File: config.mk
export PLATFORM = sky130hd
export DESIGN_NAME = score_packer
export DESIGN_NICKNAME = d
export VERILOG_FILES = /design/src/rtl/score_packer.sv
export SDC_FILE = /design/constraint.sdc
export NUM_CORES = 1
export LEC_CHECK = 0
export ABC_AREA = 1
export CAP_MARGIN = 15
export CORE_MARGIN = 1.5
export CORE_UTILIZATION = 42
export CTS_BUF_LIST = sky130_fd_sc_hd__clkbuf_4 sky130_fd_sc_hd__clkbuf_8 sky130_fd_sc_hd__clkbuf_16
export DETAILED_ROUTE_END_ITERATION = 8
export PLACE_DENSITY = 0.83
export REMOVE_ABC_BUFFERS = 1
export SLEW_MARGIN = 0
export SYNTH_ARGS = -nofsm -noshare
export SYNTH_HDL_FRONTEND = slang
export SYNTH_HIERARCHICAL = 1
export SYNTH_SLANG_ARGS = --single-unit
File: constraint.sdc
create_clock -name clk -period 1.4 [get_ports clk]
set_input_delay 0.28 -clock clk [delete_from_list [all_inputs] [get_ports clk]]
set_output_delay 0.28 -clock clk [all_outputs]
set_load 0.02 [all_outputs]
File: src/rtl/score_packer.sv
// Collects one requantized 8-bit score per accepted accumulator beat and presents the
// packed frame to argmax. SCORE_PACKER_ARGMAX_EN adds running-argmax output out_class.

module score_packer_slot #(
    parameter int W = 8
) (
    input  logic         clk,
    input  logic         rst_n,
    input  logic         we,
    input  logic [W-1:0] d,
    output logic [W-1:0] q
);
    always_ff @(posedge clk or negedge rst_n) begin
        if (!rst_n) q <= '0;
        else if (we) q <= d;
    end
endmodule

module score_packer #(
    parameter int N_CLASSES = 10,
    parameter int ACC_W     = 20,
    parameter int SCORE_W   = 8,
    parameter int SHIFT     = 8
) (
    input  logic                         clk,
    input  logic                         rst_n,
    input  logic                         in_valid,
    output logic                         in_ready,
    input  logic [ACC_W-1:0]             in_acc,
    input  logic                         in_last,
    output logic                         out_valid,
    input  logic                         out_ready,
    output logic [N_CLASSES*SCORE_W-1:0] out_vector,
    output logic                         frame_err
`ifdef SCORE_PACKER_ARGMAX_EN
   ,output logic [$clog2(N_CLASSES)-1:0] out_class
`endif
);
    localparam int IDX_W = $clog2(N_CLASSES);
    localparam logic [IDX_W-1:0] LAST = IDX_W'(N_CLASSES - 1);
    localparam logic [ACC_W-1:0] SAT  = ACC_W'((1 << SCORE_W) - 1);

    typedef enum logic {COLLECT, HOLD} state_t;

    state_t                             state;
    logic [IDX_W-1:0]                   idx;
    logic [ACC_W-1:0]                   shifted;
    logic [SCORE_W-1:0]                 score;
    logic                               acc_fire;
    logic [N_CLASSES-1:0][SCORE_W-1:0]  slot_q;

    assign in_ready  = (state == COLLECT);
    assign out_valid = (state == HOLD);
    assign acc_fire  = in_valid && in_ready;

    // Negative accumulators clamp to zero, large positives saturate.
    assign shifted = in_acc >> SHIFT;
    always_comb begin
        score = '0;
        if (!in_acc[ACC_W-1])
            score = (shifted > SAT) ? SAT[SCORE_W-1:0] : shifted[SCORE_W-1:0];
    end

    always_ff @(posedge clk or negedge rst_n) begin
        if (!rst_n) begin
            state     <= COLLECT;
            idx       <= '0;
            frame_err <= 1'b0;
        end else begin
            frame_err <= 1'b0;
            case (state)
                COLLECT: begin
                    if (acc_fire) begin
                        if (idx == LAST) begin
                            // Long frames still complete; surplus beats stall on in_ready.
                            idx       <= '0;
                            state     <= HOLD;
                            frame_err <= !in_last;
                        end else if (in_last) begin
                            idx       <= '0;
                            frame_err <= 1'b1;
                        end else begin
                            idx <= idx + 1'b1;
                        end
                    end
                end
                HOLD: if (out_ready) state <= COLLECT;
                default: state <= COLLECT;
            endcase
        end
    end

    for (genvar k = 0; k < N_CLASSES; k++) begin : g_slot
        score_packer_slot #(.W(SCORE_W)) u_slot (
            .clk   (clk),
            .rst_n (rst_n),
            .we    (acc_fire && (idx == IDX_W'(k))),
            .d     (score),
            .q     (slot_q[k])
        );
    end

    assign out_vector = slot_q;

`ifdef SCORE_PACKER_ARGMAX_EN
    logic [SCORE_W-1:0] max_q;
    logic [IDX_W-1:0]   cls_q;

    // Strict compare keeps the lowest index on ties.
    always_ff @(posedge clk or negedge rst_n) begin
        if (!rst_n) begin
            max_q <= '0;
            cls_q <= '0;
        end else if (acc_fire) begin
            if (idx != LAST && in_last) begin
                max_q <= '0;
                cls_q <= '0;
            end else if (idx == '0 || score > max_q) begin
                max_q <= score;
                cls_q <= idx;
            end
        end
    end

    assign out_class = cls_q;
`endif
endmodule

==> reports/metrics.yaml, run 1 <==
routed_wirelength_um: 9550
overflow: 0
htreeDepth: 3
syn2layout_area_growth_pct: 47.8
fp-row-count: 33
die_h_um: 95.2
hold_slack_ps: 472
first_pass_iters: 5
clkLatencyLatePin_ps: 350
rsz0062_at_grt: "yes"
syn_area_um2: 3570
grt_pass1_vias: 3091
p_per_area_nw_per_um2: 1650
drtAntennaViolNets: 0
post-route-util_pct: 64.3
hpwl_um: 6380
diodes: 0
setup_tns_ps: -243
worstHoldStart: "g_slot[9].u_slot/q[7]"
drcViolationCount: 0
synth_warnings: 6
cts_sinks: 86
clockRootBuffer: "clkbuf_8"
max_slew_margin_pct: 70.1
fp.dieArea_um2: 9070
track_usage_pct: 22.0
pre_cts_ws_ps: -389
worstSetupPathType: "reg -> reg"
dr.first_iter.drc_count: 156
setup_ws_ps: -30.6
critPathRequiredTime_ps: 1640
fin_nets: 590
period_minus_slack_ps: 1430
avgRoutedWirePerCell_um: 14.2
yosysSeqAreaShare_pct: 60.2
synth_cell_types: 17
timing_hold_violations_final: 0
violations: "negative setup slack"
grt_pass1_wl_um: 15000
fin_total_pwr_w: 0.00873
r2r_slack_ps: -30
final_layout_size_suffix_gt1_share_pct: 22.8
antenna_found_initial: 0
clock_path_buffers: 2
fmax_mhz: 699
crit_path_end_kind: "register"
ios: 108
syn_inst: 416
grt_max_degree: 87
start_util_pct: 43.5
vias: 3203
hold_depth: 2
ys_seq_elements: 86
nFillCells: 698
numPortBuffers: 99
cts_tree: "done"
period_share_pct: 102
clock_skew_ps: 9.61
ff2ff_path_depth: 8
die_w_um: 95.2
arrival_ps: 1670
tightestPinTransition_ps: 448
finalSetupViolations: 13
peakVddDrop_mv: 0.673
via_per_inst: 4.77
rr_endpoint: "g_slot[8].u_slot/q[5]"
r2r_start: "out_valid"
hold_path_end: "g_slot[9].u_slot/q[7]"
slew_violations: 0
cts_buffers: 9
hold_class: "reg -> reg"
place_congestion: 0.858
cap_violations: 0
start_kind: "register"
cp_max_fo: 8
status: "finished, violations left"
clk_pin_slew_ps: 90
avgSynthCellArea_um2: 8.59
core_um2: 8220
p_leak_nw: 2.95
metrics by stage:
stage,std cells,cell area [µm²]
floorplan,406,3460
global placement,636,4790
detailed placement,636,4790
CTS,660,5000
global route,671,5280
finish,671,5280
cell type report:
| type | count | area [µm²] | share of cell area [%] |
|---|---|---|---|
| Sequential cell | 86 | 2150 | 40.8 |
| Multi-Input combinational cell | 290 | 1370 | 25.9 |
| Timing Repair Buffer | 144 | 1290 | 24.4 |
| Inverter | 30 | 153 | 2.89 |
| Clock buffer | 10 | 138 | 2.61 |
| Tap cell | 105 | 131 | 2.49 |
| Clock inverter | 6 | 46.3 | 0.877 |
worst max path at each step:
| stage | startpoint | endpoint |
|---|---|---|
| floorplan | out_valid | g_slot[2].u_slot/q[0] |
| global placement | in_valid | g_slot[1].u_slot/q[4] |
| detailed placement | in_valid | g_slot[1].u_slot/q[5] |
| CTS | idx[0] | g_slot[3].u_slot/q[5] |
| global route | out_valid | g_slot[8].u_slot/q[7] |
| finish | out_valid | g_slot[8].u_slot/q[5] |
state kept, by name, summed over array words and instances (netlist names):
signal	flops
out_valid	1
g_slot.u_slot/q	80
idx	4
frame_err	1
logic make-up after synthesis:
kind of cell | after synthesis | synth area share [%]
flip-flops | 86 | 60.2
buffers and inverters | 40 | 6.30
AND/OR/NAND/NOR | 274 | 30.3
adder cells (fa/ha/maj) | 4 | 1.40
AO/OA/AOI/OAI | 12 | 1.75
cells in the final DEF, fill, tap and decap left out, drive strengths merged:
master	netlist	layout
clkinvlp	0	5
dlygate4sd3	0	1
dfrtp	86	86
clkdlybuf4s50	0	15
nand3	4	4
o22ai	2	2
inv	30	31
nand4	1	1
clkdlybuf4s15	0	3
buf	10	46
a21oi	1	1
clkbuf	0	12
nor3	5	5
dlygate4sd2	0	77
nand2	252	252
nor2	12	12
o21ai	9	9
ha	4	4
layer usage:
metal  global-route usage, %  wire, µm
met4                    9.33       267
met2                    36.2      4770
met3                    3.19       522
met1                    28.9      3990
met5                       0         0
power by group:
| part | leakage [nW] | internal [W] | switching (W) | total (W) |
|---|---|---|---|---|
| Sequential | 1.11 | 0.00328 | 0.000495 | 0.00377 |
| Clock | 0.0772 | 0.000698 | 0.000899 | 0.00160 |
| Combinational | 1.77 | 0.00130 | 0.00207 | 0.00336 |
synthesized netlist by cell type, drive strengths merged:
cell   count  area, µm²
o22ai      2       12.5
nor3       5       25.0
a21oi      1       5.00
nand3      4       37.5
nand4      1       6.26
inv       30        113
buf       10        113
nor2      12       61.3
o21ai      9       45.0
nand2    252        953
ha         4       50.1
dfrtp     86       2150
critical path: stages (launching register included):
cell and delay, ps:
dfrtp_1 410, buf_6 140, nor2_8 150, nand2_2 100, nor3_2 140, buf_4 190
inv_2 90, nand2_1 70, nand2_1 40
what timing repair did:
action                                 in CTS  in global routing
cloned                                      2                  0
hold buffers                                1                  0
endpoints found under the hold margin      86                  0
setup buffers                               5                 11
gates resized for setup                   103                 83
setup endpoints to repair                 124                 81
pin swaps                                   3                 15
Power figures use the tool's default switching activity.
==> run 2, diff against run 1 <==
--- a/config.mk
+++ b/config.mk
@@ -11,8 +11,10 @@
 export CORE_UTILIZATION = 42
 export CTS_BUF_LIST = sky130_fd_sc_hd__clkbuf_4 sky130_fd_sc_hd__clkbuf_8 sky130_fd_sc_hd__clkbuf_16
 export DETAILED_ROUTE_END_ITERATION = 8
+export MAX_ROUTING_LAYER = met4
 export PLACE_DENSITY = 0.83
 export REMOVE_ABC_BUFFERS = 1
+export SETUP_SLACK_MARGIN = 0.2
 export SLEW_MARGIN = 0
 export SYNTH_ARGS = -nofsm -noshare
 export SYNTH_HDL_FRONTEND = slang
==> run 2 against run 1 <==
The flow still finishes with violations (negative setup slack). Maximum frequency shrank 1.6%. Via count up 9.9%. Final area is 15% higher. Combinational power rose by 46%. Critical path depth unchanged. Flip-flop and latch count unchanged. Non-clock buffer count increased by 52. Critical path type unchanged. Critical endpoint is now g_slot[8].u_slot/q[0]. Largest power group is now combinational cells.
==> reports/metrics.yaml, run 2 (synthesis results as in run 1) <==
numPortBuffers: 99
setup_ws_ps: -54.4
fmax_mhz: 688
cp_top_family: "simple AND/OR/NAND/NOR gates"
p_per_area_nw_per_um2: 1730
die_w_um: 95.2
antenna_found_initial: 0
period_minus_slack_ps: 1450
status: "finished, violations left"
largest_registers: "g_slot.u_slot/q (80), idx (4)"
power_switching_share_pct: 38.4
layout_commonest_cell: "nand2_1"
start_util_pct: 43.5
core_um2: 8220
cap_violations: 0
clockRootBuffer: "clkbuf_8"
fp-row-count: 33
period_share_pct: 104
internal_power_w: 0.00644
clk_pin_slew_ps: 90
worstSetupPathType: "reg -> reg"
diodes: 0
r2r_slack_ps: -50
timing_hold_violations_final: 0
comb_power_share_pct: 47.1
start_kind: "register"
die_h_um: 95.2
final_layout_size_suffix_gt1_share_pct: 51.1
p_leak_nw: 3.24
power_frac_seq_pct: 37.3
fp.dieArea_um2: 9070
track_usage_pct: 24.0
syn2layout_area_growth_pct: 69.2
largest_register: "g_slot.u_slot/q"
tightestPinTransition_ps: 461
overflow: 0
arrival_ps: 1710
clock_path_buffers: 2
ios: 108
cts_tree: "done"
routed_wirelength_um: 11600
clkLatencyLatePin_ps: 360
rsz0062_at_grt: "yes"
cts_sinks: 86
vias: 3521
max_slew_margin_pct: 69.2
grt_max_degree: 87
cts_buffers: 9
first_pass_iters: 4
place_congestion: 0.872
crit_path_max_incr_delay_ps: 430
critPathRequiredTime_ps: 1650
largest_register_ff_count: 80
htreeDepth: 3
finalSetupViolations: 30
finalNonFillerCells: 723
final_cell_mix: "nand2_1 (183), dfrtp_1 (83), buf_4 (78), buf_6 (76), nand2_2 (55)"
dr.first_iter.drc_count: 140
fin_nets: 642
avgRoutedWirePerCell_um: 16.0
crit_chain: "buf_6 -> nor2_8 -> nand2_4 -> nor3_4 -> buf_6 -> inv_8 -> nand2_2 -> nand2_1"
drcViolationCount: 0
peakVddDrop_mv: 0.922
slew_violations: 0
critPathBufInv: 3
drtAntennaViolNets: 0
crit_top_cell: "buf_6"
setup_tns_ps: -614
hpwl_um: 6380
grt_pass1_vias: 3255
power.share.clock_pct: 15.6
hold_slack_ps: 473
cp_slowest_cell: "dfrtp_1"
cp_max_fo: 8
crit_path_end_kind: "register"
grt_pass1_wl_um: 15900
clock_skew_ps: 7.55
hold_class: "reg -> reg"
dp.cells: 636
switchingPower_w: 0.00402
violations: "negative setup slack"
via_per_inst: 4.87
## run 2: worst paths after layout
| path | start | to | cells after the start |
|---|---|---|---|
| max reg2reg | out_valid | g_slot[8].u_slot/q[0] | 8 |
| min reg2reg | g_slot[1].u_slot/q[0] | g_slot[1].u_slot/q[0] | 2 |
| min in group asynchronous | rst_n | g_slot[1].u_slot/q[0] | 3 |
| max in group asynchronous | rst_n | idx[2] | 3 |
| max | out_valid | g_slot[8].u_slot/q[0] | 8 |
| min | g_slot[1].u_slot/q[0] | g_slot[1].u_slot/q[0] | 2 |
## run 2: repair_timing
action	4_1_cts	5_1_grt
pin swaps	14	32
hold buffers	1	0
buffers inserted	18	47
cloned	5	0
hold endpoints to repair	86	0
resized for setup	434	215
setup endpoints to repair	168	160
## run 2: power by group through the flow
stage	Combinational, W	Sequential [W]	Clock [W]
floorplan	0.000740	0.00471	0
global placement	0.00362	0.00378	0
detailed placement	0.00372	0.00379	0
CTS	0.00340	0.00378	0.00164
global route	0.00526	0.00396	0.00176
finish	0.00492	0.00390	0.00163
## run 2: worst register-to-register path, stage by stage, from the launching register on
cell     delay (ps)
dfrtp_1         430
buf_6           150
nor2_8          170
nand2_4         110
nor3_4          180
buf_6           170
inv_8            50
nand2_2          50
nand2_1          50
## run 2: routing by layer
metal | GRT usage, % | share of wire [%]
met5 | - | 0
met4 | 9.20 | 2.4
met3 | 3.83 | 5.5
met2 | 39.1 | 51
met1 | 30.0 | 41
## run 2: metrics by stage
stage          utilization, %  worst slack, ps  power [W]  area (µm²)
2_1_floorplan               -             -324    0.00545        3460
3_3_place_gp             58.3             -342    0.00740        4790
3_5_place_dp             58.3             -389    0.00751        4790
4_1_cts                  61.4             16.7    0.00881        5040
5_1_grt                  73.6             -112     0.0110        6050
6_report                 73.6            -54.4     0.0105        6050
## run 2: cell type report
cell class,instances,area [µm²]
tap,105,131
inverter,30,190
sequential,86,2160
multi-input combinational,290,1610
timing repair buffer,196,1780
clock buffer,10,138
clock inverter,6,46.3
fill,551,2170
